File: src/rtl/btn_pkg.sv
// Shared button constants: channel count, debounce lengths, button roles and channel state type.
// Index constants are shared with the LED control logic.
package btn_pkg;

  localparam int N_BTN = 4;

  // 20 ms at 100 MHz. The terminal count is 1_999_999, so a synthesis build
  // using this value needs CNT_W of at least 21.
  localparam int DEBOUNCE_CYCLES_SYNTH = 2_000_000;
  localparam int DEBOUNCE_CYCLES_SIM   = 16;
  localparam int CNT_W_DEFAULT         = 20;

  localparam int BTN_FLASH = 0;
  localparam int BTN_SHIFT = 2;
  localparam int BTN_COLOR = 3;

  typedef enum logic {
    CH_STABLE   = 1'b0,
    CH_COUNTING = 1'b1
  } ch_state_e;

endpackage

File: src/rtl/btn_debounce_ch.sv
// One button channel: 2-flop synchroniser, stability counter, debounced level and press/release pulses.
// With BTN_TOGGLE_EN defined, also a toggle bit that flips on the edge after each press pulse.
module btn_debounce_ch
  import btn_pkg::*;
#(
  parameter int DEBOUNCE_CYCLES = 16,
  parameter int CNT_W           = 20
) (
  input  logic clock,
  input  logic i_ck_reset,
  input  logic i_btn,
  output logic o_level,
  output logic o_press,
  output logic o_release,
`ifdef BTN_TOGGLE_EN
  output logic o_toggle,
`endif
  output logic o_counting
);

  localparam logic [CNT_W-1:0] CNT_LAST = CNT_W'(DEBOUNCE_CYCLES - 1);
  localparam logic [CNT_W-1:0] CNT_ONE  = CNT_W'(1);

  logic             s1, s2;
  ch_state_e        state, state_n;
  logic [CNT_W-1:0] cnt, cnt_n;
  logic             level_n, press_n, release_n;

  always_ff @(posedge clock or negedge i_ck_reset) begin
    if (!i_ck_reset) begin
      s1 <= 1'b0;
      s2 <= 1'b0;
    end else begin
      s1 <= i_btn;
      s2 <= s1;
    end
  end

  always_ff @(posedge clock or negedge i_ck_reset) begin
    if (!i_ck_reset) begin
      state     <= CH_STABLE;
      cnt       <= '0;
      o_level   <= 1'b0;
      o_press   <= 1'b0;
      o_release <= 1'b0;
    end else begin
      state     <= state_n;
      cnt       <= cnt_n;
      o_level   <= level_n;
      o_press   <= press_n;
      o_release <= release_n;
    end
  end

  // The counter only runs while s2 disagrees with the level; any agreement restarts it.
  always_comb begin
    state_n   = state;
    cnt_n     = cnt;
    level_n   = o_level;
    press_n   = 1'b0;
    release_n = 1'b0;
    case (state)
      CH_STABLE: begin
        cnt_n = '0;
        if (s2 != o_level) begin
          state_n = CH_COUNTING;
          cnt_n   = CNT_ONE;
        end
      end
      CH_COUNTING: begin
        if (s2 == o_level) begin
          state_n = CH_STABLE;
          cnt_n   = '0;
        end else if (cnt == CNT_LAST) begin
          state_n   = CH_STABLE;
          cnt_n     = '0;
          level_n   = s2;
          press_n   = s2;
          release_n = ~s2;
        end else begin
          cnt_n = cnt + CNT_ONE;
        end
      end
      default: begin
        state_n = CH_STABLE;
        cnt_n   = '0;
      end
    endcase
  end

  assign o_counting = (state == CH_COUNTING);

`ifdef BTN_TOGGLE_EN
  always_ff @(posedge clock or negedge i_ck_reset) begin
    if (!i_ck_reset) begin
      o_toggle <= 1'b0;
    end else begin
      o_toggle <= o_toggle ^ o_press;
    end
  end
`endif

endmodule

File: src/rtl/btn_debouncer.sv
// Push-button conditioning: N_BTN independent debounce channels producing level and press/release pulses.
// Define BTN_TOGGLE_EN to add o_btn_toggle, one latched bit per button flipped by each press.
module btn_debouncer #(
  parameter int N_BTN           = btn_pkg::N_BTN,
  parameter int DEBOUNCE_CYCLES = btn_pkg::DEBOUNCE_CYCLES_SIM,
  parameter int CNT_W           = btn_pkg::CNT_W_DEFAULT
) (
  input  logic             clock,
  input  logic             i_ck_reset,
  input  logic [N_BTN-1:0] i_btn,
  output logic [N_BTN-1:0] o_btn_level,
  output logic [N_BTN-1:0] o_btn_press,
  output logic [N_BTN-1:0] o_btn_release,
`ifdef BTN_TOGGLE_EN
  output logic [N_BTN-1:0] o_btn_toggle,
`endif
  // Per-channel debug view of the channel FSM: 1 while counting toward a level change.
  output logic [N_BTN-1:0] o_dbg_state
);

  for (genvar i = 0; i < N_BTN; i++) begin : g_ch
    btn_debounce_ch #(
      .DEBOUNCE_CYCLES(DEBOUNCE_CYCLES),
      .CNT_W          (CNT_W)
    ) u_ch (
      .clock     (clock),
      .i_ck_reset(i_ck_reset),
      .i_btn     (i_btn[i]),
      .o_level   (o_btn_level[i]),
      .o_press   (o_btn_press[i]),
      .o_release (o_btn_release[i]),
`ifdef BTN_TOGGLE_EN
      .o_toggle  (o_btn_toggle[i]),
`endif
      .o_counting(o_dbg_state[i])
    );
  end

endmodule
File: config.mk
export PLATFORM = sky130hd
export DESIGN_NAME = btn_debouncer
export DESIGN_NICKNAME = d
export VERILOG_FILES = /design/src/rtl/btn_pkg.sv /design/src/rtl/btn_debounce_ch.sv /design/src/rtl/btn_debouncer.sv
export SDC_FILE = /design/constraint.sdc
export NUM_CORES = 1
export LEC_CHECK = 0
export CORE_MARGIN = 2
export CORE_UTILIZATION = 37
export CTS_BUF_LIST = sky130_fd_sc_hd__clkbuf_8
export DETAILED_ROUTE_END_ITERATION = 6
export GPL_TIMING_DRIVEN = 1
export PLACE_DENSITY = 0.59
export SYNTH_ARGS = -nofsm -noshare
export SYNTH_HDL_FRONTEND = slang
export SYNTH_SLANG_ARGS = --single-unit
export TNS_END_PERCENT = 30
File: constraint.sdc
create_clock -name clock -period 2.6 [get_ports clock]
set_input_delay 0.78 -clock clock [delete_from_list [all_inputs] [get_ports clock]]
set_output_delay 0.78 -clock clock [all_outputs]
set_load 0.03 [all_outputs]
Word-level counts from Yosys, hierarchy flattened
Cells that the tools add are included.

Register bits after elaboration: 104. Input bits: 6. Word-level logic and storage cells: 116.

Add/sub/neg operators: 4. Eq/ne operators: 12. Multiplexer cells: 56. Bitwise gates (word level): 12. Reductions and logical operators: 4.

Operator list (count): $mux W20 (8); $pmux W20 S2 (4); $add A20 B1 Y20 const B (4); $eq A20 B4 Y1 const B (4); $mux W1 (40); $not A1 Y1 (12); $reduce_and A3 Y1 (4); $pmux W1 S2 (4); $eq A1 B1 Y1 (4); $ne A1 B1 Y1 (4).

Logic depth before layout (Yosys ltp)
Depth in word-level cells: 4. Gate-level depth with buffers: 6. Depth with buffers taken out: 5.

Hierarchy
Synthesis repeated with hierarchy kept, for this count alone.

Cells, all modules: 472. Area total of the unflattened synthesis: 4854.7 µm².

Modules (own cells, without submodules): btn_debounce_ch (instances 4, cells each 118, area each 1213.7 µm², seq. area each 650.6 µm²).

Worst setup path after synthesis
No wires, ideal clock.

Kind: flip-flop to flip-flop. Start point: register g_ch[1].u_ch.cnt[0]. End point: register g_ch[1].u_ch.cnt[18]. Library setup time: 0.078 ns. Arrival time: 1.682 ns. Slack: 0.840 ns. Cell stages (with the launch flop): 6. Period minus slack after synthesis: 1.760 ns. Path through: dfrtp_1 -> ha_1 -> nand4_1 -> or3_2 -> or3_1 -> a21oi_1.

Cells in the longest elaborated chain, start to end: 4. Elaborated cells between the ends (all ways): 5.

Ends and longest elaborated chain: start, declared (RTL line btn_debounce_ch.sv:26) `logic [CNT_W-1:0] cnt, cnt_n;`; start signal, assigned (RTL line btn_debounce_ch.sv:48) `cnt <= cnt_n;`; $add A20 B1 Y20 or $eq A20 B4 Y1 (tied branches) (RTL line btn_debounce_ch.sv:81, btn_debounce_ch.sv:74); $mux W20 (*) (RTL line btn_debounce_ch.sv:74) `end else if (cnt == CNT_LAST) begin`; $mux W20 (*) (RTL line btn_debounce_ch.sv:71) `if (s2 == o_level) begin`; $pmux W20 S2 (*) (RTL line btn_debounce_ch.sv:62) `case (state)`; named net g_ch[1].u_ch.cnt_n[18] (RTL line btn_debounce_ch.sv:26).

Mark *: on every way through the listed nets, which the timed path passes. The rest lies on a longest branch. A chain may end at the register's enable or synchronous reset.

Worst setup path in the final report
Start point: register g_ch[3].u_ch.state. End point: output o_dbg_state[3].

RTL lines: start, declared (RTL line btn_debounce_ch.sv:25) `ch_state_e state, state_n;`; start signal, assigned (RTL line btn_debounce_ch.sv:47) `state <= state_n;`; end, declared (RTL line btn_debouncer.sv:18) `output logic [N_BTN-1:0] o_dbg_state`.

No word-level cell between the ends.

==> results.json <==
{
  "status": "finished clean",
  "core_um2": 13100,
  "cp_max_fo": 4,
  "die_w_um": 119,
  "port_buffers": 21,
  "rsz0062_at_grt": "no",
  "post_cts_buffers": 0,
  "powerDensity_nw_per_um2": 523,
  "post-route-period-util_pct": 87.2,
  "gp_congestion": 0.831,
  "crit_chain": "clkdlybuf4s50_1",
  "finalSetupViolations": 0,
  "viasPerCell": 5.24,
  "hp-class": "in2async",
  "clock_path_buffers": 2,
  "synth_warnings": 0,
  "synth_edf_count": 0,
  "vias": 3594,
  "crit_slowest_cell": "clkdlybuf4s50_1",
  "finalSetupTns_ns": 0,
  "synthesis.area_um2": 4930,
  "p_comb_share_pct": 6.4,
  "critPathRequiredTime_ns": 1.82,
  "grt_usage_pct": 14.7,
  "worst-path-buf-inv": 1,
  "sequentialPowerShare_pct": 58.9,
  "ys_seq_area_share_pct": 52.8,
  "firstDrtPassIters": 6,
  "clk_pin_slew_ns": 0.09,
  "start_kind": "flip-flop",
  "cts_root_buf": "clkbuf_8",
  "fin_util_pct": 41.5,
  "syn_to_final_growth_pct": 10.7,
  "slowest_delay_ns": 0.70,
  "grt_first_pass_wirelength_um": 17000,
  "switching_share_pct": 24.0,
  "maxCapViolations": 0,
  "worstSetupPathType": "reg2out",
  "yosysTopAreaCellShare_pct": 52.8,
  "worst_pin_slew_ns": 0.931,
  "initial_core_util_pct": 37.5,
  "grt_max_degree": 44,
  "clk_latency_ns": 0.38,
  "rows": 42,
  "drt_iter0_markers": 217,
  "drcViolationCount": 0,
  "first_global_vias": 3585,
  "timing.fmax_ghz": 0.441,
  "synth_area_leaders": "dfrtp_1 (53%), xnor2_1 (6.6%), nor2_1 (4.4%)",
  "die_area_um2": 14300,
  "routedWlPerCell_um": 14.0,
  "ys_seq_elements": 104,
  "async_flop_share_pct": 100,
  "end_kind": "output pin",
  "maxSlewHeadroom_pct": 37.8,
  "min_period_ns": 2.27,
  "antenna_found_initial": 0,
  "ys.flop_type": "dfrtp_1",
  "cts_tree": "done",
  "p_leak_nw": 2.14,
  "cts_hold_buf": 0,
  "drive_gt1_share_pct": 6.27,
  "ios": 22,
  "post_cts_resized": 0,
  "htreeDepth": 3,
  "syn-num-nets": 502,
  "hpwl_um": 6730,
  "ant_nets": 0,
  "final_hold_viol_count": 0,
  "syn_area_per_cell_um2": 10.0,
  "syn_inst": 492,
  "die_h_um": 119,
  "overflow": 0,
  "cp_top_family": "buffers and inverters",
  "p_switching_w": 0.000683,
  "nets": 516,
  "numCtsBuffers": 9,
  "vdd_drop_max_uv": 220,
  "worstPathArrival_ns": 1.49,
  "drv_slew": 0,
  "internal_power_w": 0.00217,
  "num_antenna_cells": 0,
  "numClockSinks": 104,
  "route.final.wire_length_um": 9580,
  "skew_ns": 0.00940,
  "yosysUniqueCellTypes": 37,
  "p_clk_share_pct": 34.6,
  "fillers": 1299,
  "yosys.area.top_type": "dfrtp_1"
}
[routing by layer]
| layer | vias up | wire [um] | global-route usage (%) |
|---|---|---|---|
| li1 | 1772 | - | - |
| met5 | - | 0 | 0 |
| met4 | 0 | 126 | 4.63 |
| met3 | 10 | 284 | 4.55 |
| met2 | 43 | 4510 | 23.5 |
| met1 | 1769 | 4660 | 19.3 |
[synthesized netlist by cell type, drive strengths merged (12+ instances only)]
cell type and number:
nor2 58, o21ai 23, xor2 17, nand4 24, inv 13, a21oi 22, buf 16, or3 23
nand2 27, dfrtp 104, nor3 12, nand3 26, nor4 29, xnor2 37
[stage by stage]
stage	setup WS [ns]	cell area (um2)	hold WS, ns	instances	power [W]
2_1_floorplan	0.840	4930	0.331	492	0.00182
3_3_place_gp	0.458	5270	0.334	671	0.00190
3_5_place_dp	0.384	5270	0.337	671	0.00190
4_1_cts	0.284	5450	0.292	686	0.00291
5_1_grt	0.165	5450	0.296	686	0.00300
6_report	0.334	5450	0.304	686	0.00285
[cell usage in the layout, fill, tap and decap left out, drive strengths merged, types with 4 or more instances in the layout]
| cell | netlist | routed |
|---|---|---|
| a21oi | 22 | 22 |
| and3 | 11 | 11 |
| and4 | 9 | 9 |
| buf | 16 | 8 |
| clkbuf | 9 | 10 |
| clkdlybuf4s50 | 0 | 20 |
| dfrtp | 104 | 104 |
| ha | 4 | 4 |
| inv | 13 | 15 |
| nand2 | 27 | 27 |
| nand2b | 5 | 5 |
| nand3 | 26 | 26 |
| nand4 | 24 | 24 |
| nor2 | 58 | 58 |
| nor3 | 12 | 12 |
| nor4 | 29 | 29 |
| o21ai | 23 | 23 |
| o21bai | 4 | 4 |
| o22ai | 4 | 4 |
| or3 | 23 | 23 |
| xnor2 | 37 | 37 |
| xor2 | 17 | 17 |
[power groups by stage]
stage	Sequential (W)	Combinational (W)	Clock, W
6_report	0.00168	0.000184	0.000987
5_1_grt	0.00169	0.000208	0.00110
4_1_cts	0.00168	0.000190	0.00104
3_5_place_dp	0.00171	0.000188	0
3_3_place_gp	0.00171	0.000187	0
2_1_floorplan	0.00170	0.000112	0
[area by class of cell]
class	instances	area [um2]	share of cell area (%)
sequential	104	2600	47.7
multi-input combinational	350	2120	38.9
timing repair buffer	28	273	5.00
tap	176	220	4.04
clock buffer	10	138	2.52
clock inverter	5	50.0	0.918
inverter	13	48.8	0.895
[flip-flops by register name (all words and copies together), names as in the netlist]
| name | flops |
|---|---|
| g_ch.u_ch.cnt | 80 |
| g_ch.u_ch.o_counting | 4 |
| g_ch.u_ch.o_level | 4 |
| g_ch.u_ch.o_press | 4 |
| g_ch.u_ch.o_release | 4 |
| g_ch.u_ch.s1 | 4 |
| g_ch.u_ch.s2 | 4 |
[path summary, 6_finish.rpt]
kind	startpoint	endpoint	slack, ns	depth (start not counted)
worst max-delay path	g_ch[3].u_ch.o_counting$_DFF_PN0_	o_dbg_state[3]	0.33	1
worst min-delay path	i_ck_reset	g_ch[3].u_ch.cnt[4]$_DFF_PN0_	0.30	1
worst max register to register	g_ch[3].u_ch.cnt[0]$_DFF_PN0_	g_ch[3].u_ch.cnt[16]$_DFF_PN0_	0.40	6
worst min register to register	g_ch[3].u_ch.s1$_DFF_PN0_	g_ch[3].u_ch.s2$_DFF_PN0_	0.36	0
max in group asynchronous	i_ck_reset	g_ch[1].u_ch.cnt[15]$_DFF_PN0_	1.73	2
min in group clock	g_ch[3].u_ch.s1$_DFF_PN0_	g_ch[3].u_ch.s2$_DFF_PN0_	0.36	0
[logic make-up (layout without fill, tap and decap cells)]
logic type | Yosys count | in the layout | synth area share (%)
adders and majority gates | 4 | 4 | 1.02
buffers and inverters | 38 | 56 | 4.11
DFF | 104 | 104 | 52.8
AOI/OAI and AO/OA | 57 | 57 | 6.40
and+or+nand+nor | 233 | 233 | 25.6
xor gates and xnor gates | 54 | 54 | 9.60
muxes | 2 | 2 | 0.457
No activity file was read; power rests on OpenSTA's default activity.
